**src/rtl/id_decode_stage_pkg.sv**
```systemverilog
// Shared definitions for the instruction decode stage: opcodes, ALUOp codes
// and the packed control bundle carried into the ID/EX register.
package id_decode_stage_pkg;

    localparam logic [6:0] OP_RTYPE  = 7'b0110011;
    localparam logic [6:0] OP_ITYPE  = 7'b0010011;
    localparam logic [6:0] OP_LOAD   = 7'b0000011;
    localparam logic [6:0] OP_STORE  = 7'b0100011;
    localparam logic [6:0] OP_BRANCH = 7'b1100011;

    localparam logic [1:0] ALUOP_ADD  = 2'b00;
    localparam logic [1:0] ALUOP_BR   = 2'b01;
    localparam logic [1:0] ALUOP_FUNC = 2'b10;

    typedef struct packed {
        logic       alu_src;
        logic       mem2reg;
        logic       reg_write;
        logic       mem_read;
        logic       mem_write;
        logic       branch;
        logic [1:0] alu_op;
    } ctrl_t;

    function automatic ctrl_t decode_ctrl(input logic [6:0] opcode);
        ctrl_t c;
        c = '0;
        case (opcode)
            OP_RTYPE:  c = '{1'b0, 1'b0, 1'b1, 1'b0, 1'b0, 1'b0, ALUOP_FUNC};
            OP_ITYPE:  c = '{1'b1, 1'b0, 1'b1, 1'b0, 1'b0, 1'b0, ALUOP_FUNC};
            OP_LOAD:   c = '{1'b1, 1'b1, 1'b1, 1'b1, 1'b0, 1'b0, ALUOP_ADD};
            OP_STORE:  c = '{1'b1, 1'b0, 1'b0, 1'b0, 1'b1, 1'b0, ALUOP_ADD};
            OP_BRANCH: c = '{1'b0, 1'b0, 1'b0, 1'b0, 1'b0, 1'b1, ALUOP_BR};
            default:   c = '0;
        endcase
        return c;
    endfunction

endpackage

```
**src/rtl/id_decode_stage_regfile.sv**
```systemverilog
// Two-read, one-write register file with x0 hardwired to zero and
// write-first bypass so a same-cycle WB value is visible to the reader.
module regfile_param
    import id_decode_stage_pkg::*;
#(
    parameter  int XLEN = 32,
    parameter  int NREG = 32,
    localparam int AW   = $clog2(NREG)
) (
    input  logic            clk,
    input  logic            rst_n,
    input  logic [AW-1:0]   rs1_i,
    input  logic [AW-1:0]   rs2_i,
    input  logic [AW-1:0]   rd_i,
    input  logic [XLEN-1:0] wdata_i,
    input  logic            we_i,
    output logic [XLEN-1:0] rdata1_o,
    output logic [XLEN-1:0] rdata2_o
);

    logic [XLEN-1:0] regs_q [NREG];

    always_ff @(posedge clk) begin
        if (!rst_n) begin
            for (int i = 0; i < NREG; i++) begin
                regs_q[i] <= '0;
            end
        end else if (we_i && (rd_i != '0)) begin
            regs_q[rd_i] <= wdata_i;
        end
    end

    always_comb begin
        rdata1_o = regs_q[rs1_i];
        rdata2_o = regs_q[rs2_i];
        // Entry 0 is never written but reset only clears it once; force zero anyway.
        if (rs1_i == '0) begin
            rdata1_o = '0;
        end else if (we_i && (rd_i == rs1_i)) begin
            rdata1_o = wdata_i;
        end
        if (rs2_i == '0) begin
            rdata2_o = '0;
        end else if (we_i && (rd_i == rs2_i)) begin
            rdata2_o = wdata_i;
        end
    end

endmodule

```
**src/rtl/id_decode_stage.sv**
```systemverilog
// Instruction decode stage: control decode, immediate generation, load-use
// hazard detection and the ID/EX pipeline register with a bubble counter.
module id_decode_stage
    import id_decode_stage_pkg::*;
#(
    parameter  int XLEN  = 32,
    parameter  int NREG  = 32,
    parameter  int CNT_W = 16,
    localparam int AW    = $clog2(NREG)
) (
    input  logic             clk,
    input  logic             rst_n,
    input  logic [31:0]      Instruc_IFID,
    input  logic [XLEN-1:0]  PC_IFID,
    input  logic             valid_IFID,
    input  logic [XLEN-1:0]  write_Data,
    input  logic [AW-1:0]    rd,
    input  logic             RegWrite,
    input  logic             flush_i,
    input  logic             ex_hold_i,
    output logic             stall_o,
    output logic [CNT_W-1:0] bubble_cnt_o,
    output logic [XLEN-1:0]  read_data1_IDEX,
    output logic [XLEN-1:0]  read_data2_IDEX,
    output logic [XLEN-1:0]  imm_IDEX,
    output logic [XLEN-1:0]  PC_IDEX,
    output logic [31:0]      instruc_IDEX,
    output logic [AW-1:0]    rd_IDEX,
    output logic             valid_IDEX,
    output logic             branch_IDEX,
    output logic             memRead_IDEX,
    output logic             mem2reg_IDEX,
    output logic             memWrite_IDEX,
    output logic             ALUSrc_IDEX,
    output logic             RegWrite_IDEX,
    output logic [1:0]       ALUOp_IDEX
);

    logic [6:0]      opcode;
    logic [AW-1:0]   rs1, rs2, rd_dec;
    ctrl_t           dec_ctrl;
    logic [XLEN-1:0] imm_dec;
    logic [XLEN-1:0] rdata1, rdata2;
    logic            load_use;
    logic            bubble;

    ctrl_t           ctrl_q, ctrl_d;
    logic            valid_q, valid_d;
    logic [XLEN-1:0] rd1_q, rd1_d, rd2_q, rd2_d, imm_q, imm_d, pc_q, pc_d;
    logic [31:0]     ins_q, ins_d;
    logic [AW-1:0]   rdx_q, rdx_d;
    logic [CNT_W-1:0] cnt_q, cnt_d;

    assign opcode   = Instruc_IFID[6:0];
    assign rs1      = Instruc_IFID[15 +: AW];
    assign rs2      = Instruc_IFID[20 +: AW];
    assign rd_dec   = Instruc_IFID[7 +: AW];
    assign dec_ctrl = decode_ctrl(opcode);

    always_comb begin
        imm_dec = '0;
        case (opcode)
            OP_ITYPE, OP_LOAD: imm_dec = {{(XLEN-12){Instruc_IFID[31]}}, Instruc_IFID[31:20]};
            OP_STORE:          imm_dec = {{(XLEN-12){Instruc_IFID[31]}}, Instruc_IFID[31:25],
                                          Instruc_IFID[11:7]};
            OP_BRANCH:         imm_dec = {{(XLEN-12){Instruc_IFID[31]}}, Instruc_IFID[7],
                                          Instruc_IFID[30:25], Instruc_IFID[11:8], 1'b0};
            default:           imm_dec = '0;
        endcase
    end

    regfile_param #(.XLEN(XLEN), .NREG(NREG)) u_regfile (
        .clk      (clk),
        .rst_n    (rst_n),
        .rs1_i    (rs1),
        .rs2_i    (rs2),
        .rd_i     (rd),
        .wdata_i  (write_Data),
        .we_i     (RegWrite),
        .rdata1_o (rdata1),
        .rdata2_o (rdata2)
    );

    assign load_use = valid_q & ctrl_q.mem_read & (rdx_q != '0) &
                      ((rdx_q == rs1) | (rdx_q == rs2)) & valid_IFID;
    assign stall_o  = ~flush_i & (ex_hold_i | load_use);
    // Flush outranks hold; a load-use bubble only happens when EX is accepting.
    assign bubble   = flush_i | (~ex_hold_i & load_use);

    always_comb begin
        ctrl_d  = ctrl_q;
        valid_d = valid_q;
        rd1_d   = rd1_q;
        rd2_d   = rd2_q;
        imm_d   = imm_q;
        pc_d    = pc_q;
        ins_d   = ins_q;
        rdx_d   = rdx_q;
        cnt_d   = cnt_q;
        if (bubble || !ex_hold_i) begin
            rd1_d = rdata1;
            rd2_d = rdata2;
            imm_d = imm_dec;
            pc_d  = PC_IFID;
            ins_d = Instruc_IFID;
            rdx_d = rd_dec;
            if (bubble) begin
                valid_d = 1'b0;
                ctrl_d  = '0;
                if (cnt_q != '1) begin
                    cnt_d = cnt_q + CNT_W'(1);
                end
            end else begin
                valid_d = valid_IFID;
                ctrl_d  = valid_IFID ? dec_ctrl : '0;
            end
        end
    end

    always_ff @(posedge clk) begin
        if (!rst_n) begin
            ctrl_q  <= '0;
            valid_q <= 1'b0;
            rd1_q   <= '0;
            rd2_q   <= '0;
            imm_q   <= '0;
            pc_q    <= '0;
            ins_q   <= '0;
            rdx_q   <= '0;
            cnt_q   <= '0;
        end else begin
            ctrl_q  <= ctrl_d;
            valid_q <= valid_d;
            rd1_q   <= rd1_d;
            rd2_q   <= rd2_d;
            imm_q   <= imm_d;
            pc_q    <= pc_d;
            ins_q   <= ins_d;
            rdx_q   <= rdx_d;
            cnt_q   <= cnt_d;
        end
    end

    assign bubble_cnt_o    = cnt_q;
    assign read_data1_IDEX = rd1_q;
    assign read_data2_IDEX = rd2_q;
    assign imm_IDEX        = imm_q;
    assign PC_IDEX         = pc_q;
    assign instruc_IDEX    = ins_q;
    assign rd_IDEX         = rdx_q;
    assign valid_IDEX      = valid_q;
    assign ALUSrc_IDEX     = ctrl_q.alu_src;
    assign mem2reg_IDEX    = ctrl_q.mem2reg;
    assign RegWrite_IDEX   = ctrl_q.reg_write;
    assign memRead_IDEX    = ctrl_q.mem_read;
    assign memWrite_IDEX   = ctrl_q.mem_write;
    assign branch_IDEX     = ctrl_q.branch;
    assign ALUOp_IDEX      = ctrl_q.alu_op;

endmodule
```
**config.mk**
```make
export PLATFORM = sky130hd
export DESIGN_NAME = id_decode_stage
export DESIGN_NICKNAME = d
export VERILOG_FILES = /design/src/rtl/id_decode_stage_pkg.sv /design/src/rtl/id_decode_stage_regfile.sv /design/src/rtl/id_decode_stage.sv
export SDC_FILE = /design/constraint.sdc
export NUM_CORES = 2
export LEC_CHECK = 0
export ABC_AREA = 1
export CAP_MARGIN = 10
export CELL_PAD_IN_SITES_DETAIL_PLACEMENT = 0
export CELL_PAD_IN_SITES_GLOBAL_PLACEMENT = 1
export CORE_MARGIN = 5
export CORE_UTILIZATION = 46
export CTS_CLUSTER_DIAMETER = 80
export DETAILED_ROUTE_END_ITERATION = 8
export PLACE_DENSITY = 0.88
export SETUP_SLACK_MARGIN = 0.1
export SLEW_MARGIN = 30
export SYNTH_ARGS = -nofsm -noshare
export SYNTH_HDL_FRONTEND = slang
export SYNTH_HIERARCHICAL = 1
export SYNTH_SLANG_ARGS = --single-unit
```
**constraint.sdc**
```tcl
create_clock -name clk -period 4.6 [get_ports clk]
set_input_delay 1.38 -clock clk [delete_from_list [all_inputs] [get_ports clk]]
set_output_delay 1.38 -clock clk [all_outputs]
set_load 0.005 [all_outputs]
```
==> metrics.cfg <==
[outcome]
status=finished clean

[timing]
rsz0062_at_grt=no
finalMaxSlewViolations=0
relSlewSlack_pct=32.7
max_freq_mhz=234
fin_setup_tns_ns=0
finalHoldViolCount=0
worst_slew_pin_slew_ns=1.01
setup-violations-final=0
post-route-min-period_ns=4.28
skew_ns=0.0288
period_share_pct=93.0

[grt]
groute.usage.overall_pct=34.2
grt_pass1_wl_um=372000
overflow=0
grt_max_degree=231
grt_pass1_vias=56200
grt_util_met2_pct=51.0
top_usage_layer=met2
grtUsageMet3_pct=10.7
antenna_found_initial=15
met1_usage_pct=44.8

[final_layout]
nFillCells=12800
nets=8405
syn_to_final_growth_pct=15.2
final_util_pct=53.3
drive_gt1_share_pct=7.27
instances_no_fill=10300
final_cell_mix=nand2_1, nor2_1, nand3_1, edfxtp_1, inv_1
layout_commonest_cell=nand2_1
multiInputGateArea_sq_um=25300
regArea_sq_um=34000

[power_and_ir_drop]
power_density_nw_per_um2=365
intPower_mw=19.6
pwr-share-comb_pct=14.1
vdd_drop_max_uv=311
swShare_pct=27.8
p_seq_share_pct=46.6
p_leak_nw=31.2
p_sw_mw=7.54
clkPwrFrac_pct=39.2

[floorplan]
io_pins=298
coreArea_sq_um=140000
chipWidth_um=385
die_y_um=385
rows=137
design.die.area_sq_um=148000
start_util_pct=46.3

[setup_path]
worstSetupStartpointType=input pin
crit_chain=clkdlybuf4s50_1 -> nand4_1 -> inv_1 -> nand2_2 -> o21ai_0 -> clkdlybuf4s50_1
crit_required_ns=3.22
crit_fanout=2
worst_setup_path_end_kind=primary output
critical_path_class=in -> out
cp.arrival_ns=2.90
cp_common_cell=clkdlybuf4s50_1
path_buf_inv=3
r2r_start=u_regfile/regs_q[12][29]$_SDFFCE_PN0P_
r2r_setup_slack_ns=2.57
worst_path_max_delay_cell=clkdlybuf4s50_1
cpPeakStageDelay_ns=0.56
crit_family=buffers and inverters
reg2reg_to=read_data2_IDEX[29]$_SDFFE_PN0N_
reg2regPathDepth=10

[cts]
cts_made_buffers=139
ctsResizeCount=0
cts_setup_buffers=0
cts_tree=done
htreeDepth=4
cts_hold_buf=0
cts-root-buf=clkbuf_16
clkTransAtPathRegs_ns=0.06
clkSinkCount=1188
clockBufferDepth=3
clk_latency_ns=0.79

[yosys]
synthXorXnorAreaFrac_pct=0.231
synth_mux_area_share_pct=0
synthFlopType=edfxtp_1
yosysUniqueCellTypes=39
syn-cell-area_sq_um=64600
synth_compound_area_share_pct=8.85
synth_fa_ha_area_share_pct=0.0194
synth_edf_count=1024
synth_top_family_by_area=simple AND/OR/NAND/NOR gates
ys_warn_count=6
async_flop_share_pct=0
syn_avg_cell_area_sq_um=7.78
ys_ff_latch=1188
syn_inst=8296
yosys.area_share.simple_pct=29.7
seq_area_frac_synth_pct=52.7

[placed_design]
dp_hpwl_um=155000
dp_cells=10000
gp_congestion=0.922
io_buffer_count=297

[worst_hold_path]
hp-start=imm_IDEX[3]$_SDFFE_PN0N_
worstHoldPathCells=2
holdCritPathClass=reg -> reg
worst_hold_path.endpoint=imm_IDEX[3]$_SDFFE_PN0N_

[routing]
firstDrtPassIters=7
wirelength_um=261000
drc=0
viasPerCell=5.98
first_iter_violations=8979
dr_total_vias=61400
wire_per_inst_um=25.4
ant_nets=0

[job]
cap_violations=0

==> power by group through the flow <==
stage | Combinational [mW] | Sequential (mW) | Clock, mW
final | 3.83 | 12.7 | 10.6
after global routing | 4.08 | 12.7 | 11.2
after CTS | 3.71 | 12.6 | 10.7
after detailed placement | 3.70 | 12.9 | 0
after global placement | 3.65 | 12.8 | 0
after floorplan | 2.08 | 12.7 | 0
==> metal layers <==
layer	part of all wire, %	routed length [um]
met5	0.039	101
met4	5.8	15100
met3	15	40200
met2	42	111000
met1	36	95000
==> synth_stat cells, drive strengths merged (4+ instances only) <==
master,number,area share (%)
clkbuf,488,2.8
xor2,7,0.095
nand4,10,0.097
o22ai,8,0.078
inv,660,3.8
edfxtp,1024,48
a21oi,316,2.5
xnor2,10,0.14
nor2,1600,9.3
clkinv,4,0.023
o211ai,191,2.2
o21ai,517,4.0
nand2,1893,11
or2,55,0.53
nor3,13,0.11
buf,227,1.8
dfxtp,164,5.1
nand3,1102,8.5
==> logic make-up (layout without fill, tap and decap cells) <==
family / Yosys count / in the layout
flip-flops: 1188 / 1188
adder cells (fa/ha/maj): 1 / 1
AND/OR/NAND/NOR: 4675 / 4675
XOR/XNOR: 17 / 17
AO/OA/AOI/OAI: 1035 / 1035
buffers and inverters: 1379 / 1453
other: 1 / 37
==> worst register-to-register path, stage by stage (launching register included) <==
cell and delay (ns):
edfxtp_1 0.40, or2_2 0.31, nand3_1 0.07, nand3_1 0.06, nand3_1 0.15, nand3_1 0.17, nand2_1 0.18, a21oi_1 0.12
o21ai_0 0.22, buf_4 0.21, nor2_1 0.05
==> sequential cells by signal, summed over array words and instances (netlist names), 2 cells and up <==
signal,flops
read_data2_IDEX,32
bubble_cnt_o,16
instruc_IDEX,32
PC_IDEX,32
ALUOp_IDEX,2
read_data1_IDEX,32
imm_IDEX,13
u_regfile/regs_q,1024
==> how the worst max path moves through the flow <==
stage                     from                                    end  slack [ns]  cells past startpoint
floorplan                rd[2]  u_regfile/regs_q[20][0]$_SDFFCE_PN0P_        0.85                     10
global placement    valid_IFID                                stall_o        0.22                      6
detailed placement  valid_IFID                                stall_o        0.29                      6
CTS                 valid_IFID                                stall_o        0.29                      6
global route        valid_IFID                                stall_o        0.26                      6
finish              valid_IFID                                stall_o        0.32                      6
==> through the flow <==
step / cell area, sq um / setup slack, ns / hold WS [ns] / total power [mW]
5_1_grt: 74400 / 0.260 / 0.478 / 27.9
2_1_floorplan: 64700 / 0.849 / 0.461 / 14.8
6_report: 74400 / 0.321 / 0.462 / 27.1
3_3_place_gp: 70000 / 0.225 / 0.451 / 16.5
4_1_cts: 74300 / 0.292 / 0.464 / 27.1
3_5_place_dp: 70000 / 0.292 / 0.455 / 16.5
==> area by class of cell <==
| class | count | area share, % |
|---|---|---|
| inverter | 664 | 3.40 |
| clock inverter | 52 | 0.483 |
| tap | 1876 | 3.16 |
| multi-input combinational | 5760 | 34.1 |
| clock buffer | 193 | 5.28 |
| timing repair buffer | 544 | 7.82 |
| antenna | 5 | 0.0168 |
| sequential | 1188 | 45.8 |
No activity file was read; power rests on OpenSTA's default activity.
